$ cat config.mk
export PLATFORM = sky130hd
export DESIGN_NAME = m040_bus_initiator
export DESIGN_NICKNAME = d
export VERILOG_FILES = /design/src/rtl/m040_bus_initiator.sv
export SDC_FILE = /design/constraint.sdc
export NUM_CORES = 1
export LEC_CHECK = 0
export ABC_AREA = 1
export BUFFER_PORTS_ARGS = -buffer_cell sky130_fd_sc_hd__buf_2
export CELL_PAD_IN_SITES_DETAIL_PLACEMENT = 0
export CELL_PAD_IN_SITES_GLOBAL_PLACEMENT = 1
export CORE_ASPECT_RATIO = 1.5
export CORE_UTILIZATION = 39
export CTS_CLUSTER_DIAMETER = 150
export DETAILED_ROUTE_END_ITERATION = 7
export PLACE_DENSITY = 0.86
export SYNTH_ARGS = -nofsm -noshare
export SYNTH_HDL_FRONTEND = slang
export SYNTH_SLANG_ARGS = --single-unit
export TNS_END_PERCENT = 50
$ cat constraint.sdc
create_clock -name clk -period 8.4 [get_ports clk]
set_input_delay 1.26 -clock clk [delete_from_list [all_inputs] [get_ports clk]]
set_output_delay 1.26 -clock clk [all_outputs]
set_load 0.02 [all_outputs]
$ cat src/rtl/m040_bus_initiator.sv
// 68040-style single-beat bus master: turns a valid/ready request into a
// BR/BG arbitration, a one-cycle TS strobe, and a TIP-framed data phase ended by TA, TEA or timeout.
module m040_bus_initiator #(
    parameter int          TIMEOUT_CYCLES = 255,
    parameter logic [1:0]  TT_NORMAL      = 2'b00,
    parameter logic [2:0]  TM_DATA        = 3'b001
) (
    input  logic        clk,
    input  logic        rst,
    input  logic        req_valid,
    output logic        req_ready,
    input  logic [31:0] req_addr,
    input  logic        req_we,
    input  logic [1:0]  req_siz,
    input  logic [31:0] req_wdata,
    output logic        rsp_valid,
    output logic [31:0] rsp_rdata,
    output logic        rsp_err,
    output logic        rsp_timeout,
    output logic        br_n,
    input  logic        bg_n,
    output logic [31:0] a,
    output logic [31:0] d_out,
    output logic        d_oe,
    input  logic [31:0] d_in,
    output logic        ts_n,
    output logic        tip_n,
    output logic        rw,
    output logic [1:0]  siz,
    output logic [1:0]  tt,
    output logic [2:0]  tm,
    input  logic        ta_n,
    input  logic        tea_n
);

    localparam int CW = $clog2(TIMEOUT_CYCLES + 1);
    localparam logic [CW-1:0] COUNT_LAST = CW'(TIMEOUT_CYCLES - 1);
    localparam logic [1:0] SIZ_LINE = 2'b11;

    typedef enum logic [2:0] {IDLE, ARB, ADDR, DATA, RESP} state_t;

    state_t        state;
    logic [CW-1:0] count;
    logic [31:0]   lat_addr;
    logic [31:0]   lat_wdata;
    logic          lat_we;
    logic [1:0]    lat_siz;

    // Ready is decoded from the state register so it drops the instant reset asserts.
    assign req_ready = (state == IDLE) && !rst;

    // NOTE: all state is written with non-blocking assignments so every register
    // in this block samples the pre-edge values, exactly like the hardware flops.
    always_ff @(posedge clk or posedge rst) begin
        if (rst) begin
            state       <= IDLE;
            count       <= '0;
            lat_addr    <= '0;
            lat_wdata   <= '0;
            lat_we      <= 1'b0;
            lat_siz     <= '0;
            br_n        <= 1'b1;
            ts_n        <= 1'b1;
            tip_n       <= 1'b1;
            d_oe        <= 1'b0;
            rw          <= 1'b1;
            a           <= '0;
            d_out       <= '0;
            siz         <= '0;
            tt          <= TT_NORMAL;
            tm          <= TM_DATA;
            rsp_valid   <= 1'b0;
            rsp_err     <= 1'b0;
            rsp_timeout <= 1'b0;
            rsp_rdata   <= '0;
        end else begin
            case (state)
                IDLE: begin
                    if (req_valid) begin
                        lat_addr    <= req_addr;
                        lat_wdata   <= req_wdata;
                        lat_we      <= req_we;
                        lat_siz     <= req_siz;
                        rsp_err     <= 1'b0;
                        rsp_timeout <= 1'b0;
                        if (req_siz == SIZ_LINE) begin
                            // Line transfers are refused without touching the bus.
                            rsp_err   <= 1'b1;
                            rsp_valid <= 1'b1;
                            state     <= RESP;
                        end else begin
                            br_n  <= 1'b0;
                            state <= ARB;
                        end
                    end
                end
                ARB: begin
                    if (!bg_n) begin
                        ts_n  <= 1'b0;
                        tip_n <= 1'b0;
                        a     <= lat_addr;
                        rw    <= !lat_we;
                        siz   <= lat_siz;
                        if (lat_we) begin
                            d_oe  <= 1'b1;
                            d_out <= lat_wdata;
                        end
                        state <= ADDR;
                    end
                end
                ADDR: begin
                    ts_n  <= 1'b1;
                    count <= '0;
                    state <= DATA;
                end
                DATA: begin
                    count <= count + 1'b1;
                    if (!tea_n || !ta_n || count == COUNT_LAST) begin
                        tip_n     <= 1'b1;
                        d_oe      <= 1'b0;
                        br_n      <= 1'b1;
                        rw        <= 1'b1;
                        rsp_valid <= 1'b1;
                        state     <= RESP;
                        // TEA wins over a simultaneous TA; timeout only when neither arrived.
                        if (!tea_n) begin
                            rsp_err <= 1'b1;
                        end else if (!ta_n) begin
                            if (!lat_we) rsp_rdata <= d_in;
                        end else begin
                            rsp_err     <= 1'b1;
                            rsp_timeout <= 1'b1;
                        end
                    end
                end
                RESP: begin
                    rsp_valid <= 1'b0;
                    state     <= IDLE;
                end
                default: state <= IDLE;
            endcase
        end
    end

endmodule

* Word-level counts from Yosys, hierarchy flattened
Index checks and enable logic that the tools add are counted. W data, S select, Z words.
Operators by class: multiplexer cells 32, eq/ne operators 15, reduce and logical (&&, ||, !) cells 25, add/subtract/negate cells 1, bitwise logic cells 3
Operator list (number):
- $mux W1 | 18
- $pmux W8 S2 | 1
- $reduce_and A4 Y1 | 4
- $ne A2 B2 Y1 const B | 7
- $pmux W1 S2 | 7
- $mux W3 | 4
- $pmux W3 S4 | 1
- $reduce_and A5 Y1 | 2
- $reduce_and A3 Y1 | 3
- $add A8 B1 Y8 const B | 1
- $eq A8 B8 Y1 const B | 1
- $reduce_bool A2 Y1 | 4
- $eq A3 B2 Y1 const B | 2
- $reduce_and A2 Y1 | 3
- $logic_not A1 Y1 | 4
- $eq A3 B1 Y1 const B | 1
- $eq A3 B3 Y1 const B | 1
- $logic_not A3 Y1 | 1
- $ne A3 B3 Y1 const B | 1
- $not A1 Y1 | 3
- $pmux W1 S3 | 1
- $reduce_bool A3 Y1 | 1
- $eq A2 B2 Y1 const B | 1
- $logic_or A1 B1 Y1 | 2
- other kinds (2) | 2
Word-level totals: bits in registers 184, output and inout port bits 112, logic and storage cells 94

* Depth between registers and ports, before layout
depth in word-level cells 5, mapped depth 9, gate-level depth less buffers 9

* Worst setup path before layout
No wires, ideal clock.
path type input-to-output, start input rst, end output req_ready, data required time 7.140 ns, arrival time 1.553 ns, cell stages on the path 1, slack 5.587 ns, cells stage by stage nor2_1
Between the ends: word-level cells in the longest chain between the ends 2
Ends and longest elaborated chain:
- start, declared | line 9 | input logic rst,
- $logic_not A1 Y1 (no line)
- $logic_and A1 B1 Y1 | line 50 | assign req_ready = (state == IDLE) && !rst;
- end, declared | line 11 | output logic req_ready,
No other way between the ends.

* Worst setup path after layout
Ends and elaborated chain as after synthesis.

==> run metrics <==
crit path capture type=output pin; Final setup viols=0; vias in the first global route=5,480; HP Start=ts_n$_DFFE_PP1P_; Post-DRT Antenna Nets=0; GRT overflow=0; worst setup path end=req_ready; via count=around 5.6k; worst slew pin tran=1070 ps; achievable frequency=333 MHz; drt pass-1 iters=4; Initial Util=39.8%; Worst-path clk slew=70 ps; hold crit path type=flop to flop; R2R setup slack=6020 ps; Hold WS=463 ps; Final Hold Vio Count=0; Chip Width=114 µm; Buffers on Ports=211; CTS sink count=184; final layout net count=1,076; Slew headroom=28.7%; # fillers=~1.8k; total die area=19,500 µm²; Worst Setup SP=rst; routed vias/inst=4.55; Hold-fix buffers, CTS=0; Top Metal Used=met5; met2 wire length=7.69 mm; Placed Area=8490 µm²; FF-to-FF Start=state[0]$_DFFE_PP0P_; Mean Syn Cell Area=around 9.5 µm²; area delta synth->final=23.1%; CP arrival=between 1500 and 2000 ps; Detailed Route WL=16.3 mm; Crit path required time=7140 ps; worst r2r path cells=6; global-route wire length before repair=roughly 27 mm; RSZ-0062 raised after global routing=no; final period utilization=35.8%; initial antenna violation count=3; total CTS buffers=17; gr usage total=17.7%; Skew-Pair Late Insertion Delay=440 ps; layout cell share with drive strength beyond 1=between 20% and 30%; Final Max Slew Viols=0; CTS tree=done; Final HPWL DP=11.2 mm; total number of yosys warnings=5; Die H=171 µm; post-layout minimum cycle time=~3000 ps; area of the core=about 19,000 µm²; Mapped Area=7380 µm²; Final Power=3.53 mW; CP Max Fanout=2; status=finished clean; Peak supply drop=0.175 mV; M1 WL=about 7 mm; Post-CTS Setup Bufs=0; CTS root buffer=clkbuf_16; Setup Crit Path Kind=input port to output pin; DRC viols=0; routed wl met3=between 1 and 1.5 mm; Clock Skew=around 12 ps; post-cts sizing count=0; clock buffer depth=2; DRT iter0 DRCs=around 360; H-tree levels=4; maxcap violations=0; PwrDens=389 nW/µm²; setup_tns=0 ps; final instance area=9090 µm²; LEAKAGE=between 4 and 5 nW; WL/cell=13.2 µm; GPL Wtd Cong=around 0.78; Antenna diodes=0; Std-Cell Rows=61; Yosys cell types=29; sequential-to-total area share from yosys stat=62.4%; Syn Inst Count=773; largest net degree at the start of global routing=90; #FFs+latches synth=about 180; FF-to-FF End=lat_addr[11]$_DFFE_PP0P_; CP startpoint kind=input port; number of I/O pins=approximately 220
-- synth_stat cells (all sizes together) --
| cell type | number | area [µm²] |
|---|---|---|
| a31oi | 1 | 6.26 |
| nand4 | 5 | 31.3 |
| nand3 | 13 | 70.1 |
| clkbuf | 10 | 41.3 |
| dfrtp | 180 | 4500 |
| nor2 | 14 | 115 |
| ha | 2 | 25.0 |
| dfstp | 4 | 105 |
| buf | 33 | 277 |
| o21ai | 173 | 900 |
| conb | 1 | 3.75 |
| a21oi | 6 | 30.0 |
| inv | 87 | 327 |
| o21a | 1 | 7.51 |
| xor2 | 1 | 8.76 |
| nand2 | 242 | 931 |
-- worst min-delay path by stage --
stage	to	slack (ps)	cells after the start
finish	ts_n$_DFFE_PP1P_	460	2
global placement	br_n$_DFFE_PP1P_	450	2
detailed placement	br_n$_DFFE_PP1P_	460	2
global route	ts_n$_DFFE_PP1P_	490	2
CTS	br_n$_DFFE_PP1P_	470	2
floorplan	lat_addr[0]$_DFFE_PP0P_	480	2
-- registers in the layout, indices dropped and copies added (netlist names), 2 cells and up --
name and count:
a 32, d_out 32, lat_addr 32, lat_wdata 32
rsp_rdata 32, count 8, state 3, lat_siz 2
siz 2
-- where the power goes --
group | total, mW | switching [mW] | internal, mW
logic | 1.28 | 0.873 | 0.409
clock network | 0.797 | 0.367 | 0.430
registers | 1.46 | 0.171 | 1.29
total | 3.53 | 1.41 | 2.12
-- logic make-up after synthesis --
| kind of cell | count (synthesis) | synth area share (%) |
|---|---|---|
| AOI/OAI and AO/OA | 181 | 12.8 |
| adders and majority gates | 2 | 0.339 |
| buffers and inverters | 130 | 8.73 |
| xor gates and xnor gates | 1 | 0.119 |
| and+or+nand+nor | 274 | 15.5 |
| DFF | 184 | 62.4 |
| other | 1 | 0.0508 |
-- placed cells by master, fill, tap and decap left out, types with 3 or more instances in the layout --
cell and n:
nand2_1 237, buf_2 211, dfrtp_1 180, o21ai_0 92, inv_1 84, o21ai_1 72
clkbuf_16 17, nand3_1 12, o21ai_2 9, a21oi_1 6, nor2_1 6, nand4_1 5
conb_1 5, inv_6 5, buf_4 5, dfstp_2 4, nor2_4 3, nor2_2 3
nand2_2 3
-- worst max-delay path: stages --
cell,delay [ps]
buf_2,120
nor2_1,170
buf_2,190
-- routing by layer --
layer / track usage (%) / up-vias
met1: 22.0 / 2578
met3: 6.55 / 24
li1: - / 2827
met5: 0 / -
met4: 5.82 / 6
met2: 28.3 / 183
-- metrics by stage --
step	util, %	worst slack [ps]	instances
CTS	49.0	5390	1234
global route	49.0	5400	1234
global placement	45.8	5400	1202
floorplan	-	2150	777
finish	49.0	5400	1234
detailed placement	45.8	5310	1202
-- cell type report --
class / count / area (µm²) / share of cell area, %
multi-input cells: 463 / 2140 / 23.6
well taps: 252 / 315 / 3.47
flip-flops and latches: 184 / 4610 / 50.7
clock buffers: 18 / 439 / 4.83
inverters: 87 / 332 / 3.65
clock inverters: 14 / 158 / 1.73
repair buffers: 216 / 1090 / 12.0
(Power assumes the default switching activity.)
